==> config.mk <==
export PLATFORM = sky130hd
export DESIGN_NAME = operand_fetch
export DESIGN_NICKNAME = d
export VERILOG_FILES = /design/src/rtl/operand_fetch.sv
export SDC_FILE = /design/constraint.sdc
export NUM_CORES = 1
export LEC_CHECK = 0
export ABC_AREA = 0
export BUFFER_PORTS_ARGS = -buffer_cell sky130_fd_sc_hd__buf_2
export CORE_MARGIN = 1
export CORE_UTILIZATION = 45
export DETAILED_ROUTE_END_ITERATION = 12
export PLACE_DENSITY_LB_ADDON = 0.2
export REMOVE_ABC_BUFFERS = 1
export SETUP_SLACK_MARGIN = 0.15
export SYNTH_ARGS = -nofsm -noshare
export SYNTH_HDL_FRONTEND = slang
export SYNTH_SLANG_ARGS = --single-unit
export TNS_END_PERCENT = 100
==> constraint.sdc <==
create_clock -name clk -period 1.9 [get_ports clk]
set_input_delay 0.095 -clock clk [delete_from_list [all_inputs] [get_ports clk]]
set_output_delay 0.095 -clock clk [all_outputs]
set_load 0.005 [all_outputs]
==> src/rtl/operand_fetch.sv <==
// operand_fetch: operand stage ahead of the shifter/ALU.
//   Holds an NREGS x DATA_W register file with one write port and one shared
//   read port. A request reads Rn into operand A, then Rm into operand B, on
//   two consecutive cycles, then presents A, B and the shift code downstream.
// Ports:
//   clk, rst_n                        clock, synchronous active-low reset
//   req_valid/req_ready               request handshake
//   req_rn, req_rm, req_shift         operand indices and shift code
//   wr_en, wr_addr, wr_data           register write port (any state)
//   out_valid/out_ready               operand handshake
//   out_a, out_b, out_shift           operands (B feeds the shifter)
module operand_fetch #(
    parameter int DATA_W = 16,
    parameter int NREGS  = 8,
    parameter int ADDR_W = 3
) (
    input  logic              clk,
    input  logic              rst_n,
    input  logic              req_valid,
    output logic              req_ready,
    input  logic [ADDR_W-1:0] req_rn,
    input  logic [ADDR_W-1:0] req_rm,
    input  logic [1:0]        req_shift,
    input  logic              wr_en,
    input  logic [ADDR_W-1:0] wr_addr,
    input  logic [DATA_W-1:0] wr_data,
    output logic              out_valid,
    input  logic              out_ready,
    output logic [DATA_W-1:0] out_a,
    output logic [DATA_W-1:0] out_b,
    output logic [1:0]        out_shift
);

    typedef enum logic [1:0] {IDLE, READ_A, READ_B, PRESENT} state_t;

    state_t                        state;
    logic [NREGS-1:0][DATA_W-1:0]  regs;
    logic [ADDR_W-1:0]             rn_q, rm_q;
    logic [1:0]                    shift_q;
    logic [ADDR_W-1:0]             rd_addr;
    logic [DATA_W-1:0]             rd_data;

    assign req_ready = (state == IDLE);

    // Single read port: Rn in READ_A, Rm otherwise (only used in READ_B).
    assign rd_addr = (state == READ_A) ? rn_q : rm_q;

    // A write landing on the same edge as the read wins over the old value.
    assign rd_data = (wr_en && (wr_addr == rd_addr)) ? wr_data : regs[rd_addr];

    always_ff @(posedge clk) begin
        if (!rst_n) begin
            state     <= IDLE;
            regs      <= '0;
            rn_q      <= '0;
            rm_q      <= '0;
            shift_q   <= '0;
            out_a     <= '0;
            out_b     <= '0;
            out_shift <= '0;
            out_valid <= 1'b0;
        end else begin
            if (wr_en) regs[wr_addr] <= wr_data;
            case (state)
                IDLE: begin
                    if (req_valid) begin
                        rn_q    <= req_rn;
                        rm_q    <= req_rm;
                        shift_q <= req_shift;
                        state   <= READ_A;
                    end
                end
                READ_A: begin
                    out_a <= rd_data;
                    state <= READ_B;
                end
                READ_B: begin
                    out_b     <= rd_data;
                    out_shift <= shift_q;
                    out_valid <= 1'b1;
                    state     <= PRESENT;
                end
                PRESENT: begin
                    // Outputs only change in READ_A/READ_B, so they hold here.
                    if (out_ready) begin
                        out_valid <= 1'b0;
                        state     <= IDLE;
                    end
                end
                default: state <= IDLE;
            endcase
        end
    end

endmodule

==> flow_summary.yaml, run 1 <==
worst_setup_path:
  cp.required_ns: 2.20
  path_class: "reg2reg"
  critPathMaxFanout: 10
  rr_worst_depth: 10
  crit_path_end_kind: "flop"
  cp.buffers_inverters: 4
  path_cells: "inv_2 -> ha_4 -> buf_12 -> mux2i_2 -> xor2_1 -> nand4_1 -> buf_6 -> buf_12 -> o221ai_1 -> a31oi_1"
  crit_family: "buffers and inverters"
  rr_endpoint: "out_b[2]$_SDFFE_PN0P_"
  worst-path-stages: 10
  slowest_delay_ns: 0.32
  path_common_cell: "buf_12"
  rrSetupSlack_ns: -0.01
  crit_path_start_kind: "flop"
  cp_slowest_cell: "dfxtp_2"
  r2r-start: "state[1]$_SDFFE_PN0P_"
  cp_data_arrival_time_ns: 2.21
outcome:
  outcome: "finished, violations left"
  violations: "setup timing"
timing:
  fmax_mhz: 523
  slew_viol_final: 0
  finalHoldViolCount: 0
  worstMarginPinSlew_ns: 0.465
  setup_ws_ns: -0.0108
  rsz0062_at_grt: "yes"
  setup_viol: 5
  slew_headroom_pct: 69.0
  fin_skew_ns: 0.00828
  period_share_pct: 101
  period_minus_slack_ns: 1.91
synthesis:
  synth_seq_cells: 173
  synthTopCellsByArea: "dfxtp_1, nand2_1, a21boi_0, nand2b_1, o221ai_1"
  synthArstFlopShare_pct: 0
  ys_types: 33
  synth_common_cells: "nand2_1, dfxtp_1, a21boi_0"
  ys_seq_area_share_pct: 39.4
  yosysTopAreaCellShare_pct: 39.4
  syn_inst: 1167
  yosys.area.top_type: "dfxtp_1"
  avgSynthCellArea_um2: 7.54
  synthFlopType: "dfxtp_1"
  yosysMostFrequentCell: "nand2_1"
  ys_warn_count: 0
  synth_area_um2: 8800
  synth_edf_count: 0
power:
  peakVddDrop_uv: 649
  p_switching_uw: 4580
  p_per_area_nw_per_um2: 1140
  switching_share_pct: 36.3
  clockPowerShare_pct: 27.8
  p_seq_share_pct: 33.5
  intPower_uw: 8040
  p_total_uw: 12600
  p_leak_uw: 0.00375
  comb_power_share_pct: 38.8
floorplan:
  dieHeight_um: 142
  die_area_um2: 20100
  core_area_um2: 19000
  rows: 50
  ios: 68
  initial_core_util_pct: 46.4
  die_w_um: 142
drt:
  first_iter_violations: 744
  vias: 8564
  wirelength_mm: 28.1
  detail-route-antenna-nets: 0
  drc: 0
  drt_first_pass_iters: 7
  post_drt_wl_per_cell_um: 18.7
  via_per_inst: 5.71
finish:
  diodes: 0
  area_growth_pct: 26.2
  final_util_pct: 58.6
  nets: 1264
  layout-drive-gt1-share_pct: 21.2
clocking:
  clock_latency_ns: 0.43
  cts.root.buffer_cell: "clkbuf_16"
  cts.clk_slew.worst_paths_ns: 0.07
  ctsHtreeMaxLevel: 4
  cts_tree: "built"
  cts.sinks: 173
  clockBufferDepth: 2
  cts-buffers-inserted: 17
placed_design:
  port_buffers: 67
  dp_hpwl_mm: 15.7
  gp_congestion: 0.834
min_path:
  holdPathEnd: "regs[55]$_SDFFE_PN0P_"
  hold_start: "wr_data[7]"
  min_path_type: "in2reg"
  holdPathStages: 3
global_route:
  first_global_vias: 7938
  grt_pass1_wl_mm: 44.1
  antenna_found_initial: 0
  grt_max_degree: 111
  grt.total_usage_pct: 28.6
  grt_overflow: 0
run:
  max_cap_violations: 0
[how the worst max path moves through the flow]
stage                     startpoint               endpoint  slack [ns]
2_1_floorplan  state[1]$_SDFFE_PN0P_  out_a[0]$_SDFFE_PN0P_       -1.83
3_3_place_gp   state[1]$_SDFFE_PN0P_  out_b[5]$_SDFFE_PN0P_       -0.13
3_5_place_dp   state[1]$_SDFFE_PN0P_  out_b[5]$_SDFFE_PN0P_       -0.15
4_1_cts        state[1]$_SDFFE_PN0P_  out_b[5]$_SDFFE_PN0P_        0.01
5_1_grt        state[1]$_SDFFE_PN0P_  out_b[0]$_SDFFE_PN0P_        -0.1
6_report       state[1]$_SDFFE_PN0P_  out_b[2]$_SDFFE_PN0P_       -0.01
[tightest hold or removal path, cell delays in order]
cell,delay (ns)
buf_2,0.16
nand2_1,0.07
a21boi_0,0.06
[layout by cell type (no fill, tap or decap), types with 15 or more instances in the layout]
cell,count
a21boi_0,136
buf_2,66
nor2_1,97
buf_4,41
o21ai_0,31
o221ai_1,30
nand2b_1,100
nand2_1,292
dfxtp_1,169
a22oi_2,23
dlygate4sd3_1,15
buf_12,20
a21oi_1,29
o221ai_2,30
a31oi_1,32
a21oi_2,16
clkbuf_16,17
[power by group through the flow]
stage,Combinational (µW),Clock [µW],Sequential (µW)
2_1_floorplan,2140,0,4340
3_3_place_gp,4040,0,4250
3_5_place_dp,4090,0,4260
4_1_cts,4660,3550,4200
5_1_grt,5290,3710,4260
6_report,4890,3510,4220
[sequential cells by signal, summed over array words and instances, names as in the netlist]
signal,flops
regs,128
out_a,16
out_b,16
rm_q,3
rn_q,3
out_shift,2
shift_q,2
state,2
out_valid,1
[timing repair]
action / CTS / global route
pin swaps: 32 / 16
setup endpoints to repair: 32 / 35
hold endpoints to repair: 25 / 0
cloned: 4 / 0
hold buffers: 15 / 0
buffers inserted: 2 / 6
resized for setup: 86 / 26
[metal layers]
metal / vias up / routed length, µm / GRT usage, %
met5: - / 0 / 0
met4: 0 / 583 / 9.73
met3: 51 / 1490 / 5.30
met2: 279 / 13700 / 49.6
met1: 4107 / 12300 / 35.5
li1: 4127 / - / -
[cell families after synthesis]
family / share of synthesized area [%]
xor+xnor: 0.299
flops: 39.4
compound gates: 27.8
buf+inv: 5.33
fa+ha+maj: 0.711
mux: 0.939
simple gates: 25.5
[cell type report]
class                   instances  area (µm²)
inverters                       5        18.8
clock buffers                  18         439
fillers                      1696        7860
multi-input cells             880        5380
clock inverters                14         145
repair buffers                150        1330
flip-flops and latches        173        3470
well taps                     260         325
[metrics by stage]
step | worst slack (ns) | std cells | hold slack (ns) | area [µm²] | TNS (ns)
4_1_cts | 0.0122 | 1494 | 0.000304 | 10900 | 0
2_1_floorplan | -1.83 | 1058 | 0.223 | 8350 | -58.51
3_3_place_gp | -0.127 | 1441 | 0.362 | 9650 | -1.62
5_1_grt | -0.0985 | 1500 | 0.0125 | 11100 | -2.17
6_report | -0.0108 | 1500 | 0.000544 | 11100 | -0.0243
3_5_place_dp | -0.150 | 1441 | 0.366 | 9650 | -2.44
Power figures use the tool's default switching activity.
==> run 2: changes to the inputs <==
Settings changed: ABC_AREA 0 to 1.
==> run 2 against run 1 <==
  * The run now ends clean
  * Clock power grew 6.6%
  * Non-clock buffer count is 24 lower
  * Global-route usage down 3.0 points
  * First-iteration DRC count fell by 1.7%
  * Sequential share of layout area increased by 4.1 points
  * Clock-buffer cell count grew 3
  * Synthesized area fell by 9.7%
  * Synthesized cell count decreased by 0.60%
  * Design area fell by 12%
  * Routed wire length is 18% lower
  * Maximum frequency rose by 3.7%
  * Critical endpoint is now out_b[15]$_SDFFE_PN0P_
==> flow_summary.yaml, run 2 <==
global_route:
  grt_overflow: 0
  grt_pass1_wl_mm: 36.0
  grt.total_usage_pct: 25.6
  grt_max_degree: 80
  antenna_found_initial: 0
  first_global_vias: 6943
worst_setup_path:
  rr_endpoint: "out_b[15]$_SDFFE_PN0P_"
  path_cells: "inv_2 -> ha_4 -> buf_6 -> nand2_2 -> nand2_2 -> nand2_1 -> nand2_1 -> nor2_4 -> buf_12 -> nand2_8 -> nand3_4 -> nand3_2 -> nand2_1 -> inv_1"
  r2r-start: "state[1]$_SDFFE_PN0P_"
  crit_path_start_kind: "flop"
  path_class: "reg2reg"
  cp.required_ns: 2.23
  crit_start: "state[1]$_SDFFE_PN0P_"
  slowest_delay_ns: 0.33
  cp_slowest_cell: "dfxtp_2"
  crit_path_end_kind: "flop"
  cp_data_arrival_time_ns: 2.17
  critPathMaxFanout: 8
  rr_worst_depth: 14
  path_common_cell: "nand2_1"
  rrSetupSlack_ns: 0.06
power:
  clockPowerShare_pct: 26.4
  comb_power_share_pct: 43.2
  peakVddDrop_uv: 756
  intPower_uw: 8800
  p_seq_share_pct: 30.4
  p_leak_uw: 0.00427
  p_switching_uw: 5380
  p_per_area_nw_per_um2: 1450
  p_total_uw: 14200
  switching_share_pct: 37.9
outcome:
  outcome: "finished clean"
finish:
  final_common_cell: "nand3_1"
  diodes: 0
  reg_top3: "regs (128), out_a (16), out_b (16)"
  area_growth_pct: 23.4
  nets: 1263
  largest_reg_flops: 128
  final_cell_mix: "nand3_1, inv_1, dfxtp_1"
  layout-drive-gt1-share_pct: 16.0
  final_cell_area_um2: 9810
  regMostFlops: "regs"
placed_design:
  place_ws_ns: 0.00540
  gp_congestion: 0.783
  place_area_um2: 8640
  port_buffers: 67
  dp_hpwl_mm: 13.0
synthesis:
  ys_types: 24
  ys_warn_count: 0
  synth_edf_count: 0
  yosysTopAreaCellShare_pct: 43.6
  synth_area_um2: 7950
  syn_inst: 1160
  yosysMostFrequentCell: "nand3_1"
  synth_seq_cells: 173
  synth_common_cells: "nand3_1, inv_1, dfxtp_1"
  synthArstFlopShare_pct: 0
  synthTopCellsByArea: "dfxtp_1, nand3_1, o21ai_0, inv_1, a21oi_1"
  yosys.area.top_type: "dfxtp_1"
  synthFlopType: "dfxtp_1"
  ys_seq_area_share_pct: 43.6
  avgSynthCellArea_um2: 6.85
clocking:
  cts.root.buffer_cell: "clkbuf_16"
  ctsHtreeMaxLevel: 4
  cts.clk_slew.worst_paths_ns: 0.06
  cts.sinks: 173
  clockBufferDepth: 2
  cts_tree: "built"
  clock_latency_ns: 0.43
  cts-buffers-inserted: 17
timing:
  setup_viol: 0
  slew_headroom_pct: 71.2
  holdWs_ns: 0.0178
  period_minus_slack_ns: 1.84
  worstMarginPinSlew_ns: 0.431
  fin_skew_ns: 0.00782
  rsz0062_at_grt: "yes"
  slew_viol_final: 0
  setup_ws_ns: 0.0565
  fmax_mhz: 542
  finalHoldViolCount: 0
  period_share_pct: 97.0
drt:
  detail-route-antenna-nets: 0
  first_iter_violations: 731
  drt_first_pass_iters: 5
  post_drt_wl_per_cell_um: 15.8
  drc: 0
  wirelength_mm: 23.1
  via_per_inst: 5.25
  vias: 7692
floorplan:
  dieHeight_um: 135
  die_w_um: 135
  ios: 68
  initial_core_util_pct: 45.9
  core_area_um2: 17300
  die_area_um2: 18200
  rows: 48
min_path:
  hold_start: "req_rn[1]"
  min_path_type: "in2reg"
  holdPathStages: 3
  holdPathEnd: "rn_q[1]$_SDFFE_PN0P_"
run:
  max_cap_violations: 0
## run 2: cell types whose count changed in the layout (fill, tap and decap cells not counted), sizes merged, moves of 18 or more
cell	previous run	this run
a21oi	47	133
a21boi	136	0
a31oi	32	0
o21ai	32	140
o221ai	62	0
inv	6	186
buf	135	117
nand2b	100	0
nand2	292	120
nand3	12	228
a22oi	31	1
## run 2: kinds of logic (layout without fill, tap and decap cells)
logic type               count (synthesis)  count (layout)  synth area share, %
AO/OA/AOI/OAI                          276             276                 17.5
adder cells (fa/ha/maj)                  5               5                0.787
buffers and inverters                  267             345                 13.2
flip-flops                             173             173                 43.6
AND/OR/NAND/NOR                        439             440                 24.9
## run 2: power by group through the flow
stage	registers, µW	logic (µW)	clock network (µW)
finish	4310	6130	3740
global route	4350	6720	3890
CTS	4300	5850	3770
detailed placement	4360	5200	0
global placement	4360	5160	0
floorplan	4380	3040	0
## run 2: critical path, delay by kind of cell, from the launching register on
| family | cells | cell delay [ns] |
|---|---|---|
| and+or+nand+nor | 9 | 0.84 |
| buffers and inverters | 4 | 0.37 |
| DFF | 1 | 0.33 |
| adders and majority gates | 1 | 0.18 |
## run 2: final cells by class
cell class	instances	area, µm²
fillers	1652	7490
multi-input cells	721	3690
flip-flops and latches	173	3470
repair buffers	126	1030
inverters	187	704
clock buffers	21	460
well taps	225	282
clock inverters	11	165
## run 2: per-stage QoR
| stage | utilization (%) | TNS (ns) | cells |
|---|---|---|---|
| floorplan | - | -61.59 | 1080 |
| global placement | 49.9 | 0 | 1413 |
| detailed placement | 49.9 | 0 | 1413 |
| CTS | 55.8 | 0 | 1460 |
| global route | 56.7 | -0.0267 | 1464 |
| finish | 56.7 | 0 | 1464 |
## run 2: metal layers
metal | up-vias | share of wire [%] | global-route usage [%]
met5 | - | 0 | 0
met4 | 0 | 1.4 | 8.93
met3 | 33 | 5.3 | 3.72
met2 | 210 | 46 | 41.7
met1 | 3564 | 47 | 34.7
li1 | 3885 | - | -
## run 2: how the worst max path moves through the flow
stage / to / slack, ns / depth (start not counted)
2_1_floorplan: out_a[2]$_SDFFE_PN0P_ / -1.93 / 12
3_3_place_gp: out_b[7]$_SDFFE_PN0P_ / 0.08 / 11
3_5_place_dp: out_a[2]$_SDFFE_PN0P_ / 0.005 / 13
4_1_cts: out_a[3]$_SDFFE_PN0P_ / 0.16 / 14
5_1_grt: out_b[8]$_SDFFE_PN0P_ / -0.02 / 14
6_report: out_b[15]$_SDFFE_PN0P_ / 0.06 / 14
## run 2: timing repair
action | 4_1_cts | 5_1_grt
endpoints found under the setup margin | 32 | 32
gates cloned | 2 | 2
setup buffers | 5 | 2
pin swaps | 14 | 17
gates resized for setup | 47 | 19
hold buffers | 8 | 0
endpoints found under the hold margin | 8 | 0
